==> src/rtl/hazard_ctrl_pkg.sv <==
// Shared pipeline encodings: next-PC ops, forwarding selects, hazard FSM states.
package pipe_defs;

  localparam logic [2:0] NPC_PC4    = 3'd0;
  localparam logic [2:0] NPC_BRANCH = 3'd1;
  localparam logic [2:0] NPC_JAL    = 3'd2;
  localparam logic [2:0] NPC_JALR   = 3'd3;

  localparam logic [1:0] WD_SEL_ALU  = 2'd0;
  localparam logic [1:0] WD_SEL_DRAM = 2'd1;
  localparam logic [1:0] WD_SEL_PC4  = 2'd2;

  typedef enum logic [1:0] {
    FWD_RF  = 2'd0,
    FWD_EX  = 2'd1,
    FWD_MEM = 2'd2,
    FWD_WB  = 2'd3
  } fwd_sel_e;

  typedef enum logic [1:0] {
    HZ_IDLE  = 2'd0,
    HZ_LOAD  = 2'd1,
    HZ_JWAIT = 2'd2
  } hz_state_e;

  localparam int unsigned SLOT_EX  = 0;
  localparam int unsigned SLOT_MEM = 1;
  localparam int unsigned SLOT_WB  = 2;
  localparam int unsigned SLOTS    = 3;

endpackage

==> src/rtl/hazard_ctrl_scoreboard.sv <==
// Shadow of the EX/MEM/WB destination registers with forwarding priority and
// load-use detection.
module hz_scoreboard
  import pipe_defs::*;
#(
  parameter int unsigned REG_AW = 5
) (
  input  logic              clk,
  input  logic              rst,
  input  logic              stall,
  input  logic [REG_AW-1:0] id_rs1,
  input  logic [REG_AW-1:0] id_rs2,
  input  logic              id_rs1_used,
  input  logic              id_rs2_used,
  input  logic [REG_AW-1:0] id_wr,
  input  logic              id_we,
  input  logic              id_is_load,
  output logic [1:0]        fwd_a,
  output logic [1:0]        fwd_b,
  output logic              load_hz
);

  logic [SLOTS-1:0][REG_AW-1:0] wr_q;
  logic [SLOTS-1:0]             we_q;
  logic [SLOTS-1:0]             ld_q;

  always_ff @(posedge clk or posedge rst) begin
    if (rst) begin
      wr_q <= '0;
      we_q <= '0;
      ld_q <= '0;
    end else begin
      wr_q[SLOT_WB]  <= wr_q[SLOT_MEM];
      we_q[SLOT_WB]  <= we_q[SLOT_MEM];
      ld_q[SLOT_WB]  <= ld_q[SLOT_MEM];
      wr_q[SLOT_MEM] <= wr_q[SLOT_EX];
      we_q[SLOT_MEM] <= we_q[SLOT_EX];
      ld_q[SLOT_MEM] <= ld_q[SLOT_EX];
      // A stalled cycle puts a bubble into ID/EX, so the EX slot must see one too
      if (stall) begin
        wr_q[SLOT_EX] <= '0;
        we_q[SLOT_EX] <= 1'b0;
        ld_q[SLOT_EX] <= 1'b0;
      end else begin
        wr_q[SLOT_EX] <= id_wr;
        we_q[SLOT_EX] <= id_we;
        ld_q[SLOT_EX] <= id_is_load;
      end
    end
  end

  function automatic logic [1:0] pick(input logic [REG_AW-1:0] r, input logic used);
    pick = FWD_RF;
    if (used && (r != '0)) begin
      if (we_q[SLOT_WB]  && (wr_q[SLOT_WB]  == r)) pick = FWD_WB;
      if (we_q[SLOT_MEM] && (wr_q[SLOT_MEM] == r)) pick = FWD_MEM;
      if (we_q[SLOT_EX]  && (wr_q[SLOT_EX]  == r)) pick = FWD_EX;
    end
  endfunction

  always_comb begin
    fwd_a   = pick(id_rs1, id_rs1_used);
    fwd_b   = pick(id_rs2, id_rs2_used);
    load_hz = ld_q[SLOT_EX] && ((fwd_a == FWD_EX) || (fwd_b == FWD_EX));
  end

endmodule

==> src/rtl/hazard_ctrl.sv <==
// ID-stage hazard controller: load-use and control-flow stalls plus operand
// forwarding selects for ID/EX.
module hazard_ctrl
  import pipe_defs::*;
#(
  parameter int unsigned REG_AW       = 5,
  parameter int unsigned JUMP_BUBBLES = 2
) (
  input  logic              clk,
  input  logic              rst,
  input  logic [REG_AW-1:0] ID_rs1,
  input  logic [REG_AW-1:0] ID_rs2,
  input  logic              ID_rs1_used,
  input  logic              ID_rs2_used,
  input  logic [REG_AW-1:0] ID_wR,
  input  logic              ID_we_rf,
  input  logic              ID_is_load,
  input  logic [2:0]        ID_npc_op,
  output logic              stall,
  output logic              stall_j_ID,
  output logic [1:0]        forwardA_sel,
  output logic [1:0]        forwardB_sel,
  output logic [1:0]        busy_state
);

  localparam logic [2:0] JB_CNT = 3'(JUMP_BUBBLES - 1);

  hz_state_e  state_q, state_d;
  logic [2:0] cnt_q, cnt_d;
  logic       load_hz, jmp;
  logic       stall_c, stall_j_c;

  hz_scoreboard #(.REG_AW(REG_AW)) u_sb (
    .clk         (clk),
    .rst         (rst),
    .stall       (stall),
    .id_rs1      (ID_rs1),
    .id_rs2      (ID_rs2),
    .id_rs1_used (ID_rs1_used),
    .id_rs2_used (ID_rs2_used),
    .id_wr       (ID_wR),
    .id_we       (ID_we_rf),
    .id_is_load  (ID_is_load),
    .fwd_a       (forwardA_sel),
    .fwd_b       (forwardB_sel),
    .load_hz     (load_hz)
  );

  assign jmp = (ID_npc_op != NPC_PC4);

  always_ff @(posedge clk or posedge rst) begin
    if (rst) begin
      state_q <= HZ_IDLE;
      cnt_q   <= '0;
    end else begin
      state_q <= state_d;
      cnt_q   <= cnt_d;
    end
  end

  // LOAD lasts one cycle and then decides exactly like IDLE, which lets a
  // jump stall start in the cycle right after a load-use bubble.
  always_comb begin
    state_d   = state_q;
    cnt_d     = cnt_q;
    stall_c   = 1'b0;
    stall_j_c = 1'b0;
    unique case (state_q)
      HZ_IDLE, HZ_LOAD: begin
        if (load_hz) begin
          stall_c = 1'b1;
          state_d = HZ_LOAD;
        end else if (jmp) begin
          stall_c   = 1'b1;
          stall_j_c = 1'b1;
          cnt_d     = JB_CNT;
          state_d   = (JUMP_BUBBLES > 1) ? HZ_JWAIT : HZ_IDLE;
        end else begin
          state_d = HZ_IDLE;
        end
      end
      HZ_JWAIT: begin
        if (cnt_q == '0) begin
          state_d = HZ_IDLE;
        end else begin
          stall_c   = 1'b1;
          stall_j_c = 1'b1;
          cnt_d     = cnt_q - 3'd1;
        end
      end
      default: state_d = HZ_IDLE;
    endcase
  end

  assign stall      = stall_c & ~rst;
  assign stall_j_ID = stall_j_c & ~rst;
  assign busy_state = state_q;

endmodule

==> config.mk <==
export PLATFORM = sky130hd
export DESIGN_NAME = hazard_ctrl
export DESIGN_NICKNAME = d
export VERILOG_FILES = /design/src/rtl/hazard_ctrl_pkg.sv /design/src/rtl/hazard_ctrl_scoreboard.sv /design/src/rtl/hazard_ctrl.sv
export SDC_FILE = /design/constraint.sdc
export NUM_CORES = 1
export LEC_CHECK = 0
export BUFFER_PORTS_ARGS = -buffer_cell sky130_fd_sc_hd__buf_2
export CAP_MARGIN = 5
export CELL_PAD_IN_SITES_DETAIL_PLACEMENT = 1
export CELL_PAD_IN_SITES_GLOBAL_PLACEMENT = 2
export CORE_AREA = 4 4 65 79
export DETAILED_ROUTE_END_ITERATION = 6
export DIE_AREA = 0 0 69 83
export PLACE_DENSITY_LB_ADDON = 0.1
export SYNTH_ARGS = -nofsm -noshare
export SYNTH_HDL_FRONTEND = slang
export SYNTH_HIERARCHICAL = 1
export SYNTH_SLANG_ARGS = --single-unit
export TNS_END_PERCENT = 50
==> constraint.sdc <==
create_clock -name clk -period 2.33 [get_ports clk]
set_input_delay 0.466 -clock clk [delete_from_list [all_inputs] [get_ports clk]]
set_output_delay 0.466 -clock clk [all_outputs]
set_load 0.01 [all_outputs]
**Word-level counts from Yosys, hierarchy flattened**

Index checks and enable logic that the tools add are counted.

- Register bits after elaboration: 24
- Latch bits: 0
- RAM bits: 0
- Memory bits (read-only): 0
- Input port bits: 24
- Output and inout bits: 8
- Memories: 0

- $add $sub $neg: 1
- $mul: 0
- Divide/modulo/power cells: 0
- Magnitude comparators: 0
- Equality and inequality tests: 14
- Shift operators: 0
- Muxes and demuxes: 25
- Bitwise gates (word level): 3
- Reduce and logical (&&, ||, !) cells: 18

Operator list:

| cell | number |
|---|---|
| == test 5 bit | 6 |
| two-way mux 2 bit | 11 |
| nonzero test 5 bit | 2 |
| logical AND 1 bit | 9 |
| two-way mux 3 bit | 3 |
| != test 2 bit (second input constant) | 4 |
| == test 2 x 1 -> 1 bit (second input constant) | 3 |
| two-way mux 1 bit | 6 |
| case mux 3 bit (2 select lines) | 1 |
| two-way mux 5 bit | 1 |
| case mux 1 bit (2 select lines) | 2 |
| case mux 2 bit (2 select lines) | 1 |
| AND reduction 4 bit | 1 |
| logical NOT 3 bit | 1 |
| nonzero test 3 bit | 1 |
| subtractor 3 x 1 -> 3 bit (second input constant) | 1 |
| AND 1 bit | 2 |
| == test 2 bit (second input constant) | 1 |
| logical NOT 2 bit | 1 |
| nonzero test 2 bit | 1 |
| OR reduction 2 bit | 1 |
| logical OR 1 bit | 1 |
| inverter 1 bit | 1 |

**Depth between registers and ports, before layout**

- Word-level depth: 13
- Gate-level depth with buffers: 9

**Hierarchy**

The synthesis kept the hierarchy.

By module, submodules not included:

| module | instances | cells an instance | area each (um^2) |
|---|---|---|---|
| hz_scoreboard | 1 | 84 | 954.7 |
| hazard_ctrl | 1 | 29 | 274.0 |

**Worst setup path after synthesis**

Ideal clock, no wire load.

- Path type: in2out
- Start point: input ID_rs2[2]
- End point: output stall_j_ID
- Arrival: 2.095 ns
- Slack: -0.231 ns
- Stages on the path: 6
- Path buffers: 0
- Path through: or4_1 > o21ai_2 > nor2b_1 > o21a_1 > or3_2 > a21oi_1

- Longest elaborated chain between the ends: 12

RTL lines:

| item | RTL line | source |
|---|---|---|
| start: declaration | hazard_ctrl.sv:12 | `input logic [REG_AW-1:0] ID_rs2,` |
| == test 5 bit | hazard_ctrl_scoreboard.sv:55 | `if (we_q[SLOT_WB] && (wr_q[SLOT_WB] == r)) pick = FWD_WB;` |
| logical AND 1 bit | hazard_ctrl_scoreboard.sv:55 |  |
| two-way mux 2 bit | hazard_ctrl_scoreboard.sv:55 |  |
| two-way mux 2 bit | hazard_ctrl_scoreboard.sv:56 | `if (we_q[SLOT_MEM] && (wr_q[SLOT_MEM] == r)) pick = FWD_MEM;` |
| two-way mux 2 bit | hazard_ctrl_scoreboard.sv:57 | `if (we_q[SLOT_EX] && (wr_q[SLOT_EX] == r)) pick = FWD_EX;` |
| two-way mux 2 bit * | hazard_ctrl_scoreboard.sv:54 | `if (used && (r != '0)) begin` |
| == test 2 x 1 -> 1 bit * | hazard_ctrl_scoreboard.sv:64 | `load_hz = ld_q[SLOT_EX] && ((fwd_a == FWD_EX) \|\| (fwd_b == FWD_EX));` |
| logical OR 1 bit * | hazard_ctrl_scoreboard.sv:64 |  |
| logical AND 1 bit * | hazard_ctrl_scoreboard.sv:64 |  |
| via load_hz | hazard_ctrl.sv:30 | `logic load_hz, jmp;` |
| two-way mux 1 bit * | hazard_ctrl.sv:70 | `if (load_hz) begin` |
| case mux 1 bit (2 select lines) * | hazard_ctrl.sv:68 | `unique case (state_q)` |
| AND 1 bit * | hazard_ctrl.sv:96 | `assign stall_j_ID = stall_j_c & ~rst;` |
| end: declaration | hazard_ctrl.sv:20 | `output logic stall_j_ID,` |

Mark *: on every way through the listed nets, which the timed path passes. The rest lies on a longest branch.

**Final worst setup path**

- Start point: input ID_rs1[4]
- End point: output stall_j_ID

- Longest elaborated chain between the ends: 12

RTL lines:

| item | RTL line | source |
|---|---|---|
| start: declaration | hazard_ctrl.sv:11 | `input logic [REG_AW-1:0] ID_rs1,` |
| == test 5 bit | hazard_ctrl_scoreboard.sv:55 |  |
| logical AND 1 bit | hazard_ctrl_scoreboard.sv:55 |  |
| two-way mux 2 bit | hazard_ctrl_scoreboard.sv:55 |  |
| two-way mux 2 bit | hazard_ctrl_scoreboard.sv:56 |  |
| two-way mux 2 bit | hazard_ctrl_scoreboard.sv:57 |  |
| two-way mux 2 bit * | hazard_ctrl_scoreboard.sv:54 |  |
| == test 2 x 1 -> 1 bit * | hazard_ctrl_scoreboard.sv:64 |  |
| logical OR 1 bit * | hazard_ctrl_scoreboard.sv:64 |  |
| logical AND 1 bit * | hazard_ctrl_scoreboard.sv:64 |  |
| via load_hz | hazard_ctrl.sv:30 |  |
| two-way mux 1 bit * | hazard_ctrl.sv:70 |  |
| case mux 1 bit (2 select lines) * | hazard_ctrl.sv:68 |  |
| AND 1 bit * | hazard_ctrl.sv:96 |  |

Marked as above.

==> summary.md <==
| Metric | Value |
|---|---|
| Yosys warns | `6` |
| Seq/Total Area, Yosys | `48.9%` |
| Layout Utilization | `42.5%` |
| Die X-Extent | `69 um` |
| Vias in the first global route | `1194` |
| CP Data Required Time | `1.86 ns` |
| Global-route wire length before repair | `5.73 mm` |
| Met2 Use GR | `22.6%` |
| Measured slew at the worst slew-check pin | `0.713 ns` |
| Final Hold Viols | `0` |
| Die Footprint | `0.00573 mm2` |
| #FFs+latches synth | `24` |
| Multi-input gate area | `659 um2` |
| Slew margin rel. | `52.4%` |
| Arrival @ worst endpoint | `2.21 ns` |
| Detail Route Antenna Nets | `0` |
| Syn Std Cell Area | `0.00123 mm2` |
| Clk buf depth | `2` |
| GR peak layer | `met2` |
| Worst setup SP type | `primary input` |
| Crit-path max FO | `3` |
| Power per Cell Area | `767 mW/mm2` |
| Die Height | `83 um` |
| CTS Sinks | `24` |
| Area delta synth->final | `54.4%` |
| Initial Util | `27.6%` |
| FF/Latch Area | `601 um2` |
| Failing checks | `setup timing` |
| Fill cells | `531` |
| CTS Buf Count | `3` |
| Syn_nets | `139` |
| Detailed Route WL | `3.39 mm` |
| Hold Buf Count CTS | `0` |
| Skew-Pair Late Insertion Delay | `0.26 ns` |
| HP Class | `in -> async` |
| Setup tns final | `-1.02 ns` |
| Htree depth | `1` |
| DRC viols | `0` |
| Post-synthesis cell type count | `25` |
| Core Footprint | `0.00446 mm2` |
| Ports | `32` |
| Cell count after synthesis | `113` |
| Min Clock Period, post-route | `2.68 ns` |
| CP endpoint kind | `primary output` |
| # setup viols final | `3` |
| Worst-path clk slew | `0.08 ns` |
| Wire per inst | `14.0 um` |
| Antenna violations before repair | `0` |
| Final Cycle Share | `115%` |
| Synthesized area per cell | `10.9 um2` |
| 1st-pass router iterations | `3` |
| Vias post-DR | `1065` |
| Static leakage | `0.930 nW` |
| RSZ-0062 raised after global routing | `yes` |
| Number of vias per cell | `4.38` |
| Met3 usage | `2.42%` |
| Gr ovfl total | `0` |
| Status | `finished with violations` |
| FMAX | `0.373 GHz` |
| Commonest cells after routing, fill and taps aside | `35 x buf_4, 26 x buf_2, 24 x dfrtp_1, 24 x xor2_1` |
| Gr usage total | `12.3%` |
| Layout Nets | `212` |
| PnR worst setup slack | `-0.348 ns` |
| Maxcap violations | `0` |
| Worst slack, placed | `-0.337 ns` |
| Critical setup path kind | `in -> out` |
| Placed cell count | `226` |
| 1st-iter DRT viols | `9` |
| Largest net degree at the start of global routing | `20` |
| Layout cells sized above 1 | `49.2%` |
| Non-Filler Instances | `243` |
| Final max-slew violation count | `0` |
| CTS root buf | `clkbuf_8` |
| Peak VDD IR | `0.378 mV` |
| Detailed placement HPWL | `2.85 mm` |
| PortBufs | `31` |
| Commonest non-fill, non-tap cell in the layout | `buf_4` |
| CTS tree | `built` |
| Final hold slack | `0.134 ns` |
| Worst Skew | `0.00217 ns` |
| RePlAce Congestion | `0.727` |
| GR met1 Demand/Resource | `14.2%` |
| Site Rows | `27` |
| Ant. Diodes | `0` |
[synthesized netlist by cell type]
cell type	n	area, um2
o22ai_1	2	12.5
and3_1	4	25.0
a31oi_1	2	12.5
nor4_1	6	37.5
a21o_2	1	8.76
o21ai_2	2	17.5
buf_6	1	11.3
dfrtp_1	24	601
nor2_1	4	15.0
or4_1	1	7.51
a21oi_1	4	20.0
or4_4	1	11.3
nand2_1	3	11.3
o21a_1	1	7.51
or3_2	1	7.51
inv_1	6	22.5
and2_4	1	8.76
nand3_1	2	10.0
nor2b_1	9	56.3
xnor2_1	6	52.6
xor2_1	24	210
ha_1	2	25.0
nor3_1	4	20.0
a21oi_2	1	8.76
or3b_1	1	8.76
[flip-flops by register name, summed over array words and instances (netlist names)]
name,cells
u_sb/ld_q,1
u_sb/we_q,3
cnt_q,3
busy_state,2
u_sb/wr_q,15
[critical path: stages]
cell and delay (ns):
buf_8 0.10, or4_4 0.54, o21ai_4 0.18, nor2b_2 0.06
o21a_4 0.22, or3_4 0.39, a21oi_2 0.12, buf_2 0.14
[routing by layer]
metal  wire [um]  vias to the layer above
li1            -                      527
met1        1390                      508
met2        1840                       28
met3         141                        2
met4          22                        0
met5           0                        -
[metrics by stage]
step                      instance area, um2  total power, mW
after CTS                               1810             1.46
after detailed placement                1640             1.17
final                                   1900             1.45
after global routing                    1900             1.57
after floorplan                         1240            0.948
after global placement                  1640             1.15
[area by class of cell]
| cell class | instances | share of cell area (%) |
|---|---|---|
| Timing Repair Buffer | 69 | 25.7 |
| Inverter | 6 | 1.19 |
| Tap cell | 58 | 3.83 |
| Sequential cell | 24 | 31.7 |
| Clock buffer | 4 | 2.90 |
| Multi-Input combinational cell | 82 | 34.8 |
[cell families after synthesis]
logic type               synth area share [%]
XOR/XNOR                                 21.4
AO/OA/AOI/OAI                            7.13
buffers and inverters                    2.75
AND/OR/NAND/NOR                          17.8
flip-flops                               48.9
adder cells (fa/ha/maj)                  2.04
[final timing paths]
| kind | from | endpoint | slack (ns) | cells after the start |
|---|---|---|---|---|
| setup reg to reg | u_sb/wr_q[4]$_DFF_PP0_ | busy_state[0]$_DFFE_PP0P_ | -0.32 | 17 |
| hold / removal | rst | busy_state[0]$_DFFE_PP0P_ | 0.13 | 2 |
| min in group clk | u_sb/we_q[0]$_DFF_PP0_ | u_sb/we_q[1]$_DFF_PP0_ | 0.42 | 0 |
| hold reg to reg | u_sb/we_q[0]$_DFF_PP0_ | u_sb/we_q[1]$_DFF_PP0_ | 0.42 | 0 |
| max in group asynchronous | rst | u_sb/we_q[1]$_DFF_PP0_ | 1.52 | 2 |
| setup / recovery | ID_rs1[4] | stall_j_ID | -0.35 | 8 |
[power by group]
part           switching [mW]  total, mW  leakage (nW)  internal [mW]
registers              0.0925      0.616         0.298          0.524
logic                   0.262      0.566         0.603          0.304
clock network           0.122      0.273        0.0288          0.150
[repair_timing]
item | 4_1_cts | 5_1_grt
setup endpoints to repair | 3 | 14
pin swaps | 9 | 17
gates resized for setup | 6 | 17
buffers inserted | 11 | 5
Note: power is estimated with default switching activity, not from simulation.
